`config.mk`:
```
export PLATFORM = sky130hd
export DESIGN_NAME = mem_port_arbiter
export DESIGN_NICKNAME = d
export VERILOG_FILES = /design/src/rtl/mem_port_arbiter_pkg.sv /design/src/rtl/mem_port_arbiter_rr_pick2.sv /design/src/rtl/mem_port_arbiter.sv
export SDC_FILE = /design/constraint.sdc
export NUM_CORES = 1
export LEC_CHECK = 0
export CELL_PAD_IN_SITES_DETAIL_PLACEMENT = 1
export CELL_PAD_IN_SITES_GLOBAL_PLACEMENT = 1
export CORE_ASPECT_RATIO = 1.4
export CORE_MARGIN = 1.5
export CORE_UTILIZATION = 32
export CTS_CLUSTER_SIZE = 10
export DETAILED_ROUTE_END_ITERATION = 6
export PLACE_DENSITY = 0.95
export REMOVE_ABC_BUFFERS = 1
export SLEW_MARGIN = 15
export SYNTH_ARGS = -nofsm -noshare
export SYNTH_HDL_FRONTEND = slang
export SYNTH_HIERARCHICAL = 1
export SYNTH_SLANG_ARGS = --single-unit
```
`constraint.sdc`:
```
create_clock -name clk -period 4.3 [get_ports clk]
set_clock_uncertainty 0.2 [all_clocks]
set_input_delay 1.075 -clock clk [delete_from_list [all_inputs] [get_ports clk]]
set_output_delay 1.075 -clock clk [all_outputs]
set_load 0.03 [all_outputs]
```
`src/rtl/mem_port_arbiter_pkg.sv`:
```
// Shared types for the two-requester memory port arbiter.
// State encoding, requester indices and the latched transaction bundle.
package mem_port_arbiter_pkg;

   localparam int unsigned DW = 32;

   typedef enum logic {
      IDLE = 1'b0,
      BUSY = 1'b1
   } arb_state_t;

   localparam logic REQ_IF = 1'b0;
   localparam logic REQ_DM = 1'b1;

   typedef struct packed {
      logic [DW-1:0] addr;
      logic [DW-1:0] wdata;
      logic          we;
   } mem_txn_t;

   // Fetches never write, so their bundle carries zero data and we = 0.
   function automatic mem_txn_t fetch_txn(input logic [DW-1:0] a);
      mem_txn_t t;
      t.addr  = a;
      t.wdata = '0;
      t.we    = 1'b0;
      return t;
   endfunction

endpackage

```
`src/rtl/mem_port_arbiter_rr_pick2.sv`:
```
// Combinational two-way round-robin picker.
// On a tie the requester not served last wins.
module rr_pick2
   import mem_port_arbiter_pkg::*;
(
   input  logic [1:0] req,
   input  logic       last,
   output logic       vld,
   output logic       idx
);

   // Pick the winner from the eligible request vector.
   always_comb begin
      vld = |req;
      idx = REQ_IF;
      unique case (1'b1)
         (req == 2'b11): idx = ~last;
         (req == 2'b10): idx = REQ_DM;
         default:        idx = REQ_IF;
      endcase
   end

endmodule

```
`src/rtl/mem_port_arbiter.sv`:
```
// Arbitrates fetch and data requesters onto one memory port.
// Round-robin on ties, wait-cycle timeout aborts a stalled access.
module mem_port_arbiter
   import mem_port_arbiter_pkg::*;
#(
   parameter int unsigned TIMEOUT = 16
) (
   input  logic          clk,
   input  logic          rst_n,
   input  logic          if_req,
   input  logic [DW-1:0] if_addr,
   input  logic          dm_req,
   input  logic [DW-1:0] dm_addr,
   input  logic [DW-1:0] dm_wdata,
   input  logic          dm_we,
   output logic          mem_req,
   output logic [DW-1:0] mem_addr,
   output logic [DW-1:0] mem_wdata,
   output logic          mem_we,
   input  logic          mem_ack,
   input  logic [DW-1:0] mem_rdata,
   output logic          sel,
   output logic          if_done,
   output logic          dm_done,
   output logic [DW-1:0] rdata,
   output logic          err
);

   localparam logic [7:0] TO_LAST = 8'(TIMEOUT - 1);

   arb_state_t state;
   arb_state_t state_n;
   logic [7:0] cnt;
   logic       last;
   logic [1:0] elig;
   logic       pick_vld;
   logic       pick_idx;
   logic       grant;
   logic       complete;
   logic       abort;
   mem_txn_t   win_txn;

   // A requester in its done cycle still holds a stale req; mask it.
   assign elig = {dm_req & ~dm_done, if_req & ~if_done};

   rr_pick2 u_pick (
      .req  (elig),
      .last (last),
      .vld  (pick_vld),
      .idx  (pick_idx)
   );

   // Bundle the winning requester's address/data for latching.
   always_comb begin
      win_txn = fetch_txn(if_addr);
      if (pick_idx == REQ_DM) begin
         win_txn.addr  = dm_addr;
         win_txn.wdata = dm_wdata;
         win_txn.we    = dm_we;
      end
   end

   // State register.
   always_ff @(posedge clk or negedge rst_n) begin
      if (!rst_n) state <= IDLE;
      else        state <= state_n;
   end

   // Next state and transaction events; ack beats the timeout.
   always_comb begin
      state_n  = state;
      grant    = 1'b0;
      complete = 1'b0;
      abort    = 1'b0;
      unique case (state)
         IDLE: begin
            if (pick_vld) begin
               grant   = 1'b1;
               state_n = BUSY;
            end
         end
         BUSY: begin
            if (mem_ack) begin
               complete = 1'b1;
               state_n  = IDLE;
            end else if (cnt == TO_LAST) begin
               abort   = 1'b1;
               state_n = IDLE;
            end
         end
         default: state_n = IDLE;
      endcase
   end

   // Wait counter: cleared on grant, counts unacked BUSY cycles.
   always_ff @(posedge clk or negedge rst_n) begin
      if (!rst_n)                  cnt <= '0;
      else if (grant)              cnt <= '0;
      else if (state == BUSY &&
               !complete && !abort) cnt <= cnt + 8'd1;
   end

   // Memory-side request, latched bundle and owner select.
   always_ff @(posedge clk or negedge rst_n) begin
      if (!rst_n) begin
         mem_req   <= 1'b0;
         mem_addr  <= '0;
         mem_wdata <= '0;
         mem_we    <= 1'b0;
         sel       <= REQ_IF;
      end else if (grant) begin
         mem_req   <= 1'b1;
         mem_addr  <= win_txn.addr;
         mem_wdata <= win_txn.wdata;
         mem_we    <= win_txn.we;
         sel       <= pick_idx;
      end else if (complete || abort) begin
         mem_req   <= 1'b0;
      end
   end

   // Completion pulses, error flag, read data and round-robin pointer.
   always_ff @(posedge clk or negedge rst_n) begin
      if (!rst_n) begin
         if_done <= 1'b0;
         dm_done <= 1'b0;
         err     <= 1'b0;
         rdata   <= '0;
         last    <= REQ_DM;
      end else begin
         if_done <= 1'b0;
         dm_done <= 1'b0;
         err     <= 1'b0;
         if (complete || abort) begin
            if (sel == REQ_DM) dm_done <= 1'b1;
            else               if_done <= 1'b1;
            err  <= abort;
            last <= sel;
         end
         if (complete && !mem_we) rdata <= mem_rdata;
      end
   end

endmodule

```
==> results.sh <==
export IMPL_place_hpwl_um=11500
export IMPL_crit_arrival_ps=3080
export IMPL_gp_congestion=0.710
export IMPL_htreeDepth=3
export IMPL_drc=0
export IMPL_firstDrtPassIters=4
export IMPL_cts_hold_fix_buffers=0
export IMPL_worst_slew_pin_slew_ps=666
export IMPL_yosysMostFrequentCell="dfrtp_1"
export IMPL_place_inst=828
export IMPL_layout_area_seq_um2=2800
export IMPL_start_util_pct=33.1
export IMPL_insertedDiodeCount=0
export IMPL_drt_wl_total_um=15100
export IMPL_synthToLayoutAreaGrowth_pct=58.4
export IMPL_setup_worst_path_end_class="register"
export IMPL_syn_area_per_cell_um2=11.3
export IMPL_setup_viol=0
export IMPL_yosysSeqAreaShare_pct=58.2
export IMPL_portBuffers=235
export IMPL_cts_resized_gates=0
export IMPL_fillers=1576
export IMPL_core_area_um2=14600
export IMPL_synth_area_um2=4820
export IMPL_cts_sinks=112
export IMPL_synth_top_area_share_pct=57.6
export IMPL_synthFlopType="dfrtp_1"
export IMPL_min_path_type="register to register"
export IMPL_status="completed"
export IMPL_grt_max_degree=67
export IMPL_drv_slew=0
export IMPL_ys_warn_count=6
export IMPL_synth_top_area_cell="dfrtp_1"
export IMPL_vias=4072
export IMPL_clockRootBuffer="clkbuf_16"
export IMPL_p_leak_nw=3.47
export IMPL_path_max_fanout=26
export IMPL_synthArstFlopShare_pct=100
export IMPL_cts_buffers_inserted=9
export IMPL_max_freq_mhz=328
export IMPL_yosysUniqueCellTypes=40
export IMPL_critPathKind="primary input to register"
export IMPL_die_w_um=107
export IMPL_power_mw=5.76
export IMPL_clkTransAtPathRegs_ps=70
export IMPL_max_slew_margin_pct=55.5
export IMPL_grt_pass1_vias=4543
export IMPL_post_cts_setup_buffer_count=0
export IMPL_grt_pass1_wl_um=23800
export IMPL_drtIter0Drc=96
export IMPL_critPathLaunchType="primary input"
export IMPL_ys_ff_latch=112
export IMPL_ant_nets=0
export IMPL_synth_area_leaders="dfrtp_1 (58%), mux2_4 (9.3%), nand2_1 (8.3%)"
export IMPL_timing_final_crit_share_pct=71.0
export IMPL_io_pin_count=236
export IMPL_finalNonFillerCells=844
export IMPL_crit_required_ps=4320
export IMPL_finalHoldViolations=0
export IMPL_antenna_found_initial=0
export IMPL_die_y_um=148
export IMPL_multi_input_area_um2=1880
export IMPL_powerDensity_nw_per_um2=755
export IMPL_die_area_um2=15800
export IMPL_synth_common_cells="dfrtp_1 (111), nand2_1 (107), mux2i_1 (34), nand3_1 (34), mux2_4 (30)"
export IMPL_drive_above_1_share_pct=9.47
export IMPL_clockBufferDepth=2
export IMPL_vias_per_cell=4.82
export IMPL_drv_cap=0
export IMPL_syn_inst=426
export IMPL_grt_overflow=0
export IMPL_rows=52
export IMPL_nets=785
export IMPL_grt_usage_pct=19.3
export IMPL_clk_latency_ps=350
export IMPL_synth_edff_count=0
export IMPL_wire_per_inst_um=17.9
export IMPL_min_period_ps=3050
export IMPL_rsz0062_at_grt="false"
export IMPL_cts_tree="done"
export IMPL_peakVddDrop_mv=0.330
-- sequential cells by signal (all words and copies together) (netlist names) --
name       flops
mem_we         1
last           1
mem_addr      32
sel            1
cnt            8
dm_done        1
err            1
mem_wdata     32
rdata         32
mem_req        1
state          1
if_done        1
-- placed cells by master, fill, tap and decap left out, types with 3 or more instances in the layout --
cell type and count:
o21ai_0 19, mux2i_1 34, buf_4 5, a21oi_1 5, clkdlybuf4s50_1 234, inv_1 3, mux2_1 3, nand3_1 34
o21ai_1 16, nand2_1 107, dfrtp_1 111, clkbuf_16 9, mux2_4 30, nor2b_1 5
-- worst max-delay path: stages --
cell	delay (ps)
clkdlybuf4s50_1	450
nor2b_1	240
or2_1	230
nor2b_4	610
buf_4	320
a21o_1	110
a21oi_1	40
-- area by class of cell --
type	count	area share, %
well taps	189	3.10
multi-input cells	283	24.7
repair buffers	241	31.7
clock buffers	9	2.95
clock inverters	7	0.721
inverters	3	0.148
flip-flops and latches	112	36.7
-- routing by layer --
layer | vias to the layer above | global-route usage (%) | wire length, um | part of all wire, %
met3 | 29 | 5.35 | 1140 | 7.6
met1 | 1973 | 19.9 | 5490 | 36
li1 | 1894 | - | - | -
met5 | - | 0 | 0 | 0
met2 | 176 | 36.1 | 7990 | 53
met4 | 0 | 8.33 | 493 | 3.3
-- power by group --
| part | internal [mW] | total [mW] | switching [mW] |
|---|---|---|---|
| clock | 0.401 | 0.801 | 0.400 |
| sequential | 1.54 | 1.85 | 0.313 |
| combinational | 1.36 | 3.11 | 1.75 |
| total | 3.30 | 5.76 | 2.47 |
-- final timing paths --
| path | startpoint | end | slack [ps] | cells past startpoint |
|---|---|---|---|---|
| worst max-delay path | if_req | cnt[2] | 1250 | 7 |
| worst min-delay path | mem_wdata[4] | mem_wdata[4] | 260 | 2 |
| worst max register to register | if_done | cnt[2] | 2040 | 6 |
| worst min register to register | mem_wdata[4] | mem_wdata[4] | 260 | 2 |
| max in group asynchronous | rst_n | rdata[24] | 2460 | 2 |
| min in group asynchronous | rst_n | rdata[15] | 520 | 1 |
-- per-stage QoR --
| step | hold WS (ps) | TNS, ps | setup slack [ps] | cell area, um^2 | utilization (%) |
|---|---|---|---|---|---|
| after floorplan | 287 | -182870 | -2930 | 4670 | - |
| after global placement | 251 | 0 | 938 | 7350 | 50.5 |
| after detailed placement | 259 | 0 | 842 | 7350 | 50.5 |
| after CTS | 271 | 0 | 1200 | 7630 | 52.4 |
| after global routing | 301 | 0 | 1050 | 7630 | 52.4 |
| final | 264 | 0 | 1250 | 7630 | 52.4 |
-- kinds of logic (layout without fill, tap and decap cells) --
family | count (synthesis) | count (layout) | synth area share, %
compound gates | 50 | 50 | 5.97
fa+ha+maj | 1 | 1 | 0.260
flops | 112 | 112 | 58.2
buf+inv | 31 | 260 | 3.30
simple gates | 165 | 165 | 15.2
mux | 67 | 67 | 17.1
No activity file was read; power rests on OpenSTA's default activity.
